--- src/rtl/mdr_engine_pkg.sv ---
// Shared types and constants for the multiply / divide / square-root engine.
//   op_e        : operation select carried on the 2-bit op port
//   mdr_state_e : engine control states
//   DW_DEFAULT  : default operand width
package mdr_engine_pkg;

  localparam int DW_DEFAULT = 16;

  typedef enum logic [1:0] {
    OP_MUL  = 2'd0,
    OP_DIV  = 2'd1,
    OP_SQRT = 2'd2,
    OP_RSVD = 2'd3
  } op_e;

  typedef enum logic [1:0] {
    ST_IDLE = 2'd0,
    ST_RUN  = 2'd1,
    ST_FIX  = 2'd2,
    ST_ERR  = 2'd3
  } mdr_state_e;

endpackage

--- src/rtl/mdr_sign_fix.sv ---
// Two's-complement conditional negation. Used both to turn signed operands
// into magnitudes and to put the sign back onto magnitude results.
//   value  : input word
//   negate : 1 = output the two's-complement negation of value
//   y      : value or -value
module mdr_sign_fix #(
  parameter int W = 16
) (
  input  logic [W-1:0] value,
  input  logic         negate,
  output logic [W-1:0] y
);

  assign y = negate ? (~value + W'(1)) : value;

endmodule

--- src/rtl/mdr_engine.sv ---
// Sequential multiply / divide / square-root engine with serial operand load.
//   clk, rst     : clock and asynchronous active-low reset
//   load, data   : write data into A then B (pointer toggles per load)
//   op           : op_e operation select, latched at start
//   signed_mode  : two's-complement operands, latched at start
//   start        : begin an operation (only while ready)
//   ready        : engine idle
//   done         : one-cycle pulse when result/remainder/error update
//   error        : status of the last operation, held until next done
//   result       : product low / quotient / root
//   remainder    : product high / remainder / A - root^2
module mdr_engine
  import mdr_engine_pkg::*;
#(
  parameter int DW = DW_DEFAULT
) (
  input  logic          clk,
  input  logic          rst,
  input  logic          load,
  input  logic [1:0]    op,
  input  logic          signed_mode,
  input  logic          start,
  input  logic [DW-1:0] data,
  output logic          ready,
  output logic          done,
  output logic          error,
  output logic [DW-1:0] result,
  output logic [DW-1:0] remainder
);

  localparam int CW = $clog2(DW) + 1;
  localparam logic [CW-1:0] LAST_FULL = CW'(DW - 1);
  localparam logic [CW-1:0] LAST_HALF = CW'(DW / 2 - 1);
  localparam logic [DW-1:0] MOST_NEG  = {1'b1, {(DW-1){1'b0}}};

  mdr_state_e    state;
  op_e           op_q;
  logic          ptr;             // 0: next load goes to A, 1: to B
  logic [DW-1:0] opa, opb;
  logic          neg_q, neg_r;    // sign of product/quotient, of remainder
  logic [DW-1:0] acc_hi, acc_lo;  // working accumulator pair
  logic [DW-1:0] aux;             // multiplicand, divisor, or partial root
  logic [CW-1:0] cnt;

  assign ready = (state == ST_IDLE);

  // Start-time decode: magnitudes and error detection.
  op_e           op_in;
  logic          a_neg, b_neg;
  logic [DW-1:0] mag_a, mag_b;
  logic          div_zero, div_ovf, sqrt_neg, start_err;
  logic [DW-1:0] err_res, err_rem;

  assign op_in     = op_e'(op);
  assign a_neg     = signed_mode & opa[DW-1];
  assign b_neg     = signed_mode & opb[DW-1];
  assign div_zero  = (op_in == OP_DIV) && (opb == '0);
  assign div_ovf   = (op_in == OP_DIV) && signed_mode && (opa == MOST_NEG) && (opb == '1);
  assign sqrt_neg  = (op_in == OP_SQRT) && a_neg;
  assign start_err = div_zero || div_ovf || sqrt_neg || (op_in == OP_RSVD);

  mdr_sign_fix #(.W(DW)) u_mag_a (.value(opa), .negate(a_neg), .y(mag_a));
  mdr_sign_fix #(.W(DW)) u_mag_b (.value(opb), .negate(b_neg), .y(mag_b));

  // NOTE: every output of a combinational block gets a default first so no
  // path leaves it unassigned and no latch is inferred.
  always_comb begin
    err_res = '0;
    err_rem = '0;
    if (div_zero) begin
      err_res = '1;
      err_rem = opa;
    end else if (div_ovf) begin
      err_res = MOST_NEG;
    end else if (sqrt_neg) begin
      err_rem = opa;
    end
  end

  // One iteration step of each algorithm.
  logic [DW:0]   mul_sum;
  logic [DW:0]   div_shift;
  logic          div_ge;
  logic [DW-1:0] div_diff;
  logic [DW+1:0] sq_shift, sq_trial;
  logic          sq_ge;
  logic [DW-1:0] sq_diff;

  assign mul_sum   = {1'b0, acc_hi} + (acc_lo[0] ? {1'b0, aux} : '0);
  assign div_shift = {acc_hi, acc_lo[DW-1]};
  assign div_ge    = div_shift >= {1'b0, aux};
  // The difference is below the divisor, so the low DW bits are exact.
  assign div_diff  = div_shift[DW-1:0] - aux;
  assign sq_shift  = {acc_hi, acc_lo[DW-1:DW-2]};
  assign sq_trial  = {aux, 2'b01};
  assign sq_ge     = sq_shift >= sq_trial;
  assign sq_diff   = sq_shift[DW-1:0] - sq_trial[DW-1:0];

  // Sign restoration of the finished magnitudes.
  logic [2*DW-1:0] prod_fix;
  logic [DW-1:0]   quot_fix, rem_fix;
  logic [DW-1:0]   fix_res, fix_rem;

  mdr_sign_fix #(.W(2*DW)) u_fix_prod (.value({acc_hi, acc_lo}), .negate(neg_q), .y(prod_fix));
  mdr_sign_fix #(.W(DW))   u_fix_quot (.value(acc_lo), .negate(neg_q), .y(quot_fix));
  mdr_sign_fix #(.W(DW))   u_fix_rem  (.value(acc_hi), .negate(neg_r), .y(rem_fix));

  always_comb begin
    fix_res = '0;
    fix_rem = '0;
    case (op_q)
      OP_MUL:  begin fix_res = prod_fix[DW-1:0]; fix_rem = prod_fix[2*DW-1:DW]; end
      OP_DIV:  begin fix_res = quot_fix;         fix_rem = rem_fix;             end
      OP_SQRT: begin fix_res = aux;              fix_rem = acc_hi;              end
      default: ;
    endcase
  end

  // NOTE: sequential state uses non-blocking assignments so every register
  // samples the values present before the clock edge.
  always_ff @(posedge clk or negedge rst) begin
    if (!rst) begin
      state     <= ST_IDLE;
      op_q      <= OP_MUL;
      ptr       <= 1'b0;
      opa       <= '0;
      opb       <= '0;
      neg_q     <= 1'b0;
      neg_r     <= 1'b0;
      acc_hi    <= '0;
      acc_lo    <= '0;
      aux       <= '0;
      cnt       <= '0;
      result    <= '0;
      remainder <= '0;
      done      <= 1'b0;
      error     <= 1'b0;
    end else begin
      done <= 1'b0;
      case (state)
        ST_IDLE: begin
          if (start) begin
            ptr   <= 1'b0;
            op_q  <= op_in;
            neg_q <= a_neg ^ b_neg;
            neg_r <= a_neg;
            cnt   <= '0;
            if (start_err) begin
              // Error outputs parked in the accumulator until ERR publishes them.
              acc_lo <= err_res;
              acc_hi <= err_rem;
              state  <= ST_ERR;
            end else begin
              acc_hi <= '0;
              acc_lo <= (op_in == OP_MUL) ? mag_b : mag_a;
              aux    <= (op_in == OP_MUL) ? mag_a : (op_in == OP_DIV) ? mag_b : '0;
              state  <= ST_RUN;
            end
          end else if (load) begin
            if (ptr) opb <= data;
            else     opa <= data;
            ptr <= ~ptr;
          end
        end
        ST_RUN: begin
          case (op_q)
            OP_MUL: {acc_hi, acc_lo} <= {mul_sum, acc_lo[DW-1:1]};
            OP_DIV: begin
              acc_hi <= div_ge ? div_diff : div_shift[DW-1:0];
              acc_lo <= {acc_lo[DW-2:0], div_ge};
            end
            OP_SQRT: begin
              acc_hi <= sq_ge ? sq_diff : sq_shift[DW-1:0];
              acc_lo <= {acc_lo[DW-3:0], 2'b00};
              aux    <= {aux[DW-2:0], sq_ge};
            end
            default: ;
          endcase
          cnt <= cnt + CW'(1);
          if (cnt == ((op_q == OP_SQRT) ? LAST_HALF : LAST_FULL)) state <= ST_FIX;
        end
        ST_FIX: begin
          result    <= fix_res;
          remainder <= fix_rem;
          error     <= 1'b0;
          done      <= 1'b1;
          state     <= ST_IDLE;
        end
        ST_ERR: begin
          result    <= acc_lo;
          remainder <= acc_hi;
          error     <= 1'b1;
          done      <= 1'b1;
          state     <= ST_IDLE;
        end
        default: state <= ST_IDLE;
      endcase
    end
  end

endmodule
--- config.mk ---
export PLATFORM = sky130hd
export DESIGN_NAME = mdr_engine
export DESIGN_NICKNAME = d
export VERILOG_FILES = /design/src/rtl/mdr_engine_pkg.sv /design/src/rtl/mdr_sign_fix.sv /design/src/rtl/mdr_engine.sv
export SDC_FILE = /design/constraint.sdc
export NUM_CORES = 1
export LEC_CHECK = 0
export BUFFER_PORTS_ARGS = -buffer_cell sky130_fd_sc_hd__buf_2
export CORE_MARGIN = 2
export CORE_UTILIZATION = 40
export DETAILED_ROUTE_END_ITERATION = 8
export PLACE_DENSITY = 0.6
export SYNTH_ARGS = -nofsm -noshare
export SYNTH_HDL_FRONTEND = slang
export SYNTH_HIERARCHICAL = 1
export SYNTH_SLANG_ARGS = --single-unit
export TNS_END_PERCENT = 50
--- constraint.sdc ---
create_clock -name clk -period 4.4 [get_ports clk]
set_input_delay 0.22 -clock clk [delete_from_list [all_inputs] [get_ports clk]]
set_output_delay 0.22 -clock clk [all_outputs]
set_load 0.005 [all_outputs]
After elaboration in Yosys (flattened, before gate mapping)
Index checks and enable logic that the tools add are counted.

cells by class
  $lt $le $gt $ge = 2
  equal/unequal tests = 16
  muxes and demuxes = 43
  bitwise operators = 10
  reductions and logical operators = 24
  add/sub/neg operators = 9

operators by type and width
  kind                     number
  $mux W16                 22
  $pmux W16 S3             4
  $pmux W16 S2             5
  $add A16 B1 Y16 const B  4
  $not A16 Y16             4
  $add A32 B1 Y32 const B  1
  $eq A16 B16 Y1 const B   2
  $mux W32                 1
  $not A32 Y32             1
  $sub A16 B16 Y16         2
  $ge A18 B18 Y1           1
  $add A16 B16 Y17         1
  $ge A17 B16 Y1           1
  $logic_not A16 Y1        1
  $reduce_and A4 Y1        3
  $eq A2 B2 Y1 const B     5
  $pmux W5 S2              1
  $ne A2 B2 Y1 const B     4
  $reduce_and A2 Y1        4
  $eq A2 B1 Y1 const B     3
  $logic_not A2 Y1         3
  $mux W2                  3
  $pmux W2 S3              1
  $reduce_bool A2 Y1       3
  14 further kinds         24

storage, ports and cells
  output and inout bits = 35
  logic and storage cells = 119
  flip-flop bits (word level) = 126
  bits of input ports = 23

Depth between registers and ports, before layout
Gate-level depths: netlist (run 1).

  depth in word-level cells = 10
  depth in mapped cells = 13
  depth with buffers taken out = 13

By module
Netlist (run 1), hierarchy kept.

by module, submodules not included
  module                         sequential area each (um2)  instances  area an instance (um2)  cells an instance
  mdr_engine                     3153.0                      1          9680.5                  1104
  mdr_sign_fix (u_fix_quot ...)  0.0                         4          332.8                   47
  mdr_sign_fix (u_fix_prod)      0.0                         1          777.0                   99

Worst setup path before layout (run 1)
No wires, ideal clock.

  kind = register to register
  from = register acc_lo[0]
  to = register acc_hi[13]
  slack = 1.317 ns
  data required time = 4.318 ns
  period minus slack after synthesis = 3.083 ns
  stages on the path, launching flop included = 14
  data arrival time = 3.001 ns
  library setup time = 0.082 ns
  buffers on the path = 1
  cell sequence = dfrtp_1 > clkbuf_1 > and2_1 > ha_1 > fa_1 > a21oi_1 > o22ai_1 > o21ai_0 > a21oi_1 > or4b_2 > o2111ai_1 > a22o_1 > o21ai_0 > a31oi_1

between the ends
  cells in the longest elaborated chain, start to end = 4

ends and longest elaborated chain
  what                    line               RTL
  from (decl)             mdr_engine.sv:41   logic [DW-1:0] acc_hi, acc_lo;
  from (signal assigned)  mdr_engine.sv:150  acc_lo <= err_res;
  from (signal assigned)  mdr_engine.sv:155  acc_lo <= (op_in == OP_MUL) ? mag_b : mag_a;
  from (signal assigned)  mdr_engine.sv:167  OP_MUL: {acc_hi, acc_lo} <= {mul_sum, acc_lo[DW-1:1]};
  $mux W16                mdr_engine.sv:89   assign mul_sum = {1'b0, acc_hi} + (acc_lo[0] ? {1'b0, aux} : '0);
  $add A16 B16 Y17        mdr_engine.sv:89
  $pmux W16 S3            mdr_engine.sv:166  case (op_q)
  $pmux W16 S2            mdr_engine.sv:140  case (state)
  to (signal assigned)    mdr_engine.sv:167
  to (signal assigned)    mdr_engine.sv:169  acc_hi <= div_ge ? div_diff : div_shift[DW-1:0];
  to (signal assigned)    mdr_engine.sv:173  acc_hi <= sq_ge ? sq_diff : sq_shift[DW-1:0];
  to (decl)               mdr_engine.sv:41

No other way between the ends.
A chain may end at the register's enable or synchronous reset.

Worst setup path in the final report (run 1)
  from = register acc_hi[0]
  to = register acc_hi[4]

between the ends
  cells in the longest elaborated chain, start to end = 4
  elaborated cells between the ends (all ways) = 9
  those cells by class = add/sub: 3; order compare: 2; mux: 4

ends and longest elaborated chain
  what                                            line                                  RTL
  from (signal assigned)                          mdr_engine.sv:151                     acc_hi <= err_rem;
  from (signal assigned)                          mdr_engine.sv:167
  from (signal assigned)                          mdr_engine.sv:169
  $sub A16 B16 Y16, or another cell as far along  mdr_engine.sv:97                      assign sq_diff = sq_shift[DW-1:0] - sq_trial[DW-1:0];
  $mux W16, on equally long branches              mdr_engine.sv:173, mdr_engine.sv:169
  $pmux W16 S3 (*)                                mdr_engine.sv:166
  $pmux W16 S2 (*)                                mdr_engine.sv:140

Every way passes the cells marked *; elsewhere a longest branch is shown, timed or not.

==> results of run 1 <==
worst max-delay path, stage by stage (launching register included):
cell      delay, ns
dfrtp_1        0.79
ha_1           0.36
nor2b_1        0.14
o2111a_1       0.26
o211ai_2       0.21
a21oi_2        0.11
a21o_1         0.21
a311oi_4       0.60
buf_4          0.33
mux2_2         0.36
nand2_1        0.07
a21oi_1        0.07
worst paths after layout:
kind / endpoint / slack [ns] / cells past startpoint
max reg2reg: acc_hi[4]$_DFFE_PN0P_ / 0.76 / 11
max: acc_hi[4]$_DFFE_PN0P_ / 0.76 / 11
min reg2reg: error$_DFFE_PN0P_ / 0.51 / 1
max in group asynchronous: acc_hi[1]$_DFFE_PN0P_ / 2.90 / 3
min in group asynchronous: remainder[3]$_DFFE_PN0P_ / 0.40 / 2
min: opa[9]$_DFFE_PN0P_ / 0.02 / 2
per-stage QoR:
| step | instances | util, % | worst slack (ns) | instance area [um2] | hold WS (ns) |
|---|---|---|---|---|---|
| floorplan | 1391 | - | 1.317 | 11790 | -0.07559 |
| global placement | 1768 | 42.92 | 0.8684 | 12380 | 0.3502 |
| finish | 1801 | 44.99 | 0.7640 | 12980 | 0.01975 |
| CTS | 1801 | 44.99 | 0.8166 | 12980 | 0.01313 |
| detailed placement | 1768 | 42.92 | 0.8262 | 12380 | 0.3518 |
| global route | 1801 | 44.99 | 0.5605 | 12980 | 0.01832 |
routing by layer:
layer	wire length [um]	up-vias	GRT usage (%)
met5	0	-	0
li1	-	5271	-
met3	2798	67	2.792
met1	17350	5538	36.09
met4	1147	0	9.298
met2	17730	493	39.14
layout make-up:
cell class,instances,share of cell area (%)
flip-flops and latches,126,24.30
multi-input cells,1124,62.13
inverters,49,1.417
well taps,384,3.700
clock buffers,17,3.276
repair buffers,86,3.912
clock inverters,15,1.262
cells in the final DEF, fill, tap and decap left out, types with 6 or more instances in the layout:
cell and instances:
o31ai_1 30, a222oi_1 30, o41ai_2 8, a21o_1 14
nor4_1 8, nor2_1 71, and2_1 22, a21oi_1 156
mux2i_1 21, nor3_1 45, nand2_1 112, ha_1 59
buf_4 29, nand2b_1 15, nand4_1 17, clkbuf_16 17
buf_2 56, xnor2_1 88, o21ai_0 88, a211oi_1 7
mux2_2 61, xor2_1 39, or4_1 12, inv_1 49
a22o_1 18, a31oi_1 7, a221oi_1 30, a221oi_2 8
or3_1 9, nand3_1 31, o21a_1 6, or2_2 8
dfrtp_1 124, o41ai_1 9
cells by family after synthesis:
group                      after synthesis
muxes                                   83
xor gates and xnor gates               127
and+or+nand+nor                        390
DFF                                    126
adders and majority gates               62
AOI/OAI and AO/OA                      462
buffers and inverters                  141
state kept, by name, indices dropped and copies added (netlist names):
register / cells
error: 1
aux: 16
acc_lo: 16
op_q: 2
neg_r: 1
done: 1
state: 2
opb: 16
acc_hi: 16
neg_q: 1
cnt: 5
opa: 16
remainder: 16
ptr: 1
result: 16
==> summary.txt, run 1 <==
Outcome
  – Status: finished, final reports clean

STA
  – Fin crit share: 82.64%
  – Worst Skew: ~0.015 ns
  – Crit path time final: 3.636 ns
  – Slew at the pin closest to its max-slew limit: around 0.88 ns
  – Final slew viol count: 0
  – Final TNS setup: 0 ns
  – Slew margin rel.: between 40 and 50%
  – Achievable Freq: ~280 MHz
  – Final Hold Violating Endpoints: 0
  – Setup-failing EPs final: 0
  – RSZ-0062 raised after global routing: no

Final layout
  – # diodes: 0
  – Multi-input gate area: 8066 um2
  – Layout net count: about 1500
  – Layout cells sized above 1: 16.23%
  – FF+latch area: around 3200 um2
  – # fillers: around 2900
  – Area grow syn2layout: 10.14%

Routing
  – Routed wire per std cell: around 22 um
  – Residual DRC: 0
  – Final WL: 39020 um
  – Routed Antenna Nets: 0
  – 1st-iter DRT viols: roughly 1400
  – Via count: 11370
  – Drt via density: roughly 6.3
  – Iteration count of the initial detailed-routing pass: 6

Global route
  – First-pass GRT wire length: approximately 60000 um
  – Pin count of the biggest net entering global routing: 71
  – Total grt overflow: 0
  – Number of global-route vias before repair: approximately 11000
  – Gr usage total: between 20% and 30%
  – Initial antenna violation count: 0

Synth
  – Mux cell area share after synthesis: under 10%
  – Synthesized Nets: around 1500
  – Post-Syn Area: 11790 um2
  – Top cells by area, synth: dfrtp_1 (27%), a21oi_1 (6.6%), xnor2_1 (6.5%)
  – Sequential share of the synthesized area: 26.75%
  – Ys flop type: dfrtp_1
  – Syn Inst Count: between 1000 and 1500
  – Share of the synthesized area in the top cell type: approximately a quarter
  – Post-synth EDFFs: 0
  – Syn_area_per_cell: ~8.5 um2
  – #FFs+latches synth: 126
  – Synth Area in Compound Gates: between 20% and 30%
  – Simple-gate portion of the synthesized area: between 10% and 20%
  – Most numerous cell in the Yosys netlist: a21oi_1
  – Synth unique cells: a little over 80
  – Leading area contributor after synthesis: dfrtp_1
  – Synth Area in XOR/XNOR: a little under a tenth
  – Post-Synth Adder-Cell Area: under 10%
  – Most frequent cells after synthesis: a21oi_1 (156), dfrtp_1 (126), nand2_1 (112), o21ai_0 (88), xnor2_1 (88)
  – Largest family of logic cells by synthesized area: compound AO/OA/AOI/OAI gates
  – Syn. warnings: 6
  – Ys async rst share: between 90% and 100%

Clock network
  – CTS max path bufs: 2
  – CTS sink cnt: between 100 and 150
  – Clk slew on worst S/H paths: approximately 0.07 ns
  – Post-CTS resize count: 0
  – CTS buffer count: 17
  – Hold Buf Count CTS: 1
  – CTS tree: built
  – Root Buffer: clkbuf_16
  – Clk Latency, worst-skew pair: 0.44 ns
  – H-tree depth: 4
  – Post-CTS setup buffers: 0

Placement
  – PortBufs: 57
  – Post-DP HPWL: about 28000 um
  – Final GP Congestion: ~0.91

Hold path
  – Hold crit path type: input pin to flop
  – Hold Path Origin: data[9]

Critical path
  – Critical path fanouts, max: 16
  – Worst setup SP type: flop
  – Worst r2r src: acc_hi[0]$_DFFE_PN0P_
  – Worst setup EP type: flop
  – Kind of critical path: flop to flop
  – Data arrival, critical path: 3.95 ns
  – Worst endpoint required time: roughly 4.7 ns
  – Beginning of the critical path: acc_hi[0]$_DFFE_PN0P_

Floorplan
  – Core area: around 29000 um2
  – Num rows: a little over 60
  – Die X: about 180 um
  – Die Y: between 150 and 200 um
  – Initial Util: between 40% and 50%
  – Die area: 30860 um2
  – Ports: 58

Run
  – Max-cap violations: 0
Power of run 1 is not shown: default switching activity piles up to over one toggle a cycle in this logic, so the estimate is an artifact.
==> inputs of run 2 (changes only) <==
clock period = 3.71 ns   (was 4.4 ns; I/O delays follow)
==> summary.txt, run 2 (synthesis results as in run 1) <==
Floorplan
  – Die Y: 175.7 um (unchanged)
  – Core area: 28860 um2 (unchanged)
  – Die X: 175.7 um (unchanged)
  – Initial Util: 40.85% (unchanged)
  – Ports: 58 (unchanged)
  – Die area: 30860 um2 (unchanged)
  – Num rows: 62 (unchanged)

Hold path
  – Hold crit path type: input pin to flop

Routing
  – Via count: 11460 (+0.80%)
  – Iteration count of the initial detailed-routing pass: 8 (+2)
  – Drt via density: 6.269 (-0.69%)
  – Routed Antenna Nets: 0 (unchanged)
  – Final WL: 39620 um (+1.5%)
  – 1st-iter DRT viols: 1756 (+29%)
  – Residual DRC: 0 (unchanged)
  – Routed wire per std cell: 21.67 um (about the same)

Global route
  – Gr usage total: 25.44% (+0.24 points)
  – Number of global-route vias before repair: 10410 (-1.0%)
  – First-pass GRT wire length: 61670 um (+0.50%)
  – Initial antenna violation count: 0 (unchanged)
  – Total grt overflow: 0 (unchanged)
  – Pin count of the biggest net entering global routing: 70 (-1.4%)

Critical path
  – Worst setup EP type: flop
  – Slowest stage delay, CP: 0.80 ns (about the same)
  – Worst setup SP type: flop
  – Critical path cell sequence: ha_1 > nand4_1 > nor2_1 > a31oi_1 > nand2_1 > a21o_1 > a311oi_4 > buf_4 > buf_4 > mux2_2 > nand2_1 > a21oi_1
  – Reg2Reg Setup Slack: 0.38 ns (-0.39 ns)
  – Data arrival, critical path: 3.63 ns (-0.32 ns)
  – Worst endpoint required time: 4.01 ns (-0.70 ns)
  – Critical Path Slowest Stage Cell: dfrtp_1
  – Critical path fanouts, max: 15 (-1)
  – Kind of critical path: flop to flop

Clock network
  – Post-CTS setup buffers: 0 (unchanged)
  – Root Buffer: clkbuf_16
  – Clk Latency, worst-skew pair: 0.43 ns (about the same)
  – CTS buffer count: 17 (unchanged)
  – CTS tree: built
  – CTS max path bufs: 2 (unchanged)
  – Post-CTS resize count: 0 (unchanged)
  – CTS sink cnt: 126 (unchanged)
  – Clk slew on worst S/H paths: 0.07 ns (about the same)
  – Hold Buf Count CTS: 3 (+2)
  – H-tree depth: 4 (unchanged)

Final layout
  – Most frequent cells in the layout: a21oi_1 (156), dfrtp_1 (124), nand2_1 (112), o21ai_0 (88), xnor2_1 (88)
  – # diodes: 0 (unchanged)
  – Area grow syn2layout: 11.91%
  – Layout net count: 1516 (+1.8%)
  – Commonest non-fill, non-tap cell in the layout: a21oi_1
  – Final Cell Area: 13190 um2 (+1.6%)
  – Layout cells sized above 1: 17.52% (+1.3 points)

STA
  – Setup-failing EPs final: 0 (unchanged)
  – RSZ-0062 raised after global routing: no
  – Final slew viol count: 0 (unchanged)
  – Worst setup margin: 0.3757 ns (-0.3883 ns)
  – Final Hold Violating Endpoints: 0 (unchanged)
  – Crit path time final: 3.334 ns (-0.3017 ns)
  – Hold WS: 0.006296 ns (-0.01345 ns)
  – Fin crit share: 89.87% (+7.2 points)
  – Worst Skew: 0.01343 ns (-0.001915 ns)
  – Slew at the pin closest to its max-slew limit: 0.9803 ns (+0.09832 ns)
  – Achievable Freq: 299.9 MHz (+9.0%)
  – Slew margin rel.: 34.65% (-6.6 points)
  – Final TNS setup: 0 ns (unchanged)

Run
  – Max-cap violations: 0 (unchanged)

Placement
  – PortBufs: 57 (unchanged)
  – Post-DP Area: 12560 um2 (+1.4%)
  – Post-place setup slack: 0.4220 ns (-0.4042 ns)
  – Final GP Congestion: 0.9441 (+3.6%)
  – Post-DP HPWL: 28880 um (+3.4%)

Outcome
  – Status: finished, final reports clean
-- run 2: area by class of cell --
type / count / area [um2]
clock buffer: 18 / 439.2
clock inverter: 14 / 146.4
fill: 2848 / 15670
inverter: 49 / 183.9
multi-input combinational: 1124 / 8066
sequential: 126 / 3156
tap: 384 / 480.5
timing repair buffer: 113 / 720.7
-- run 2: final timing paths --
check	from	to	cells after the start
setup / recovery	acc_hi[4]$_DFFE_PN0P_	acc_hi[4]$_DFFE_PN0P_	12
hold / removal	data[12]	opb[12]$_DFFE_PN0P_	2
setup reg to reg	acc_hi[4]$_DFFE_PN0P_	acc_hi[4]$_DFFE_PN0P_	12
hold reg to reg	error$_DFFE_PN0P_	error$_DFFE_PN0P_	1
max in group asynchronous	rst	opb[9]$_DFFE_PN0P_	3
min in group asynchronous	rst	remainder[6]$_DFFE_PN0P_	2
-- run 2: routing by layer --
metal | track usage (%) | vias up | wire length [um]
li1 | - | 5347 | -
met1 | 37.14 | 5480 | 17950
met2 | 38.85 | 538 | 17440
met3 | 3.160 | 95 | 3002
met4 | 8.437 | 0 | 1235
met5 | 0 | - | 0
-- run 2: per-stage QoR --
stage                     utilization, %  std cells
after floorplan                        -       1391
after global placement             43.51       1791
after detailed placement           43.51       1791
after CTS                          45.65       1826
after global routing               45.72       1828
final                              45.72       1828
-- run 2: worst max-delay path: cells and delay by family (launching register included) --
family / cells / cell delay (ns)
compound gates: 4 / 0.79
fa+ha+maj: 1 / 0.44
buf+inv: 2 / 0.48
flops: 1 / 0.80
mux: 1 / 0.35
simple gates: 4 / 0.32
Power of run 2 is left out for the same reason.
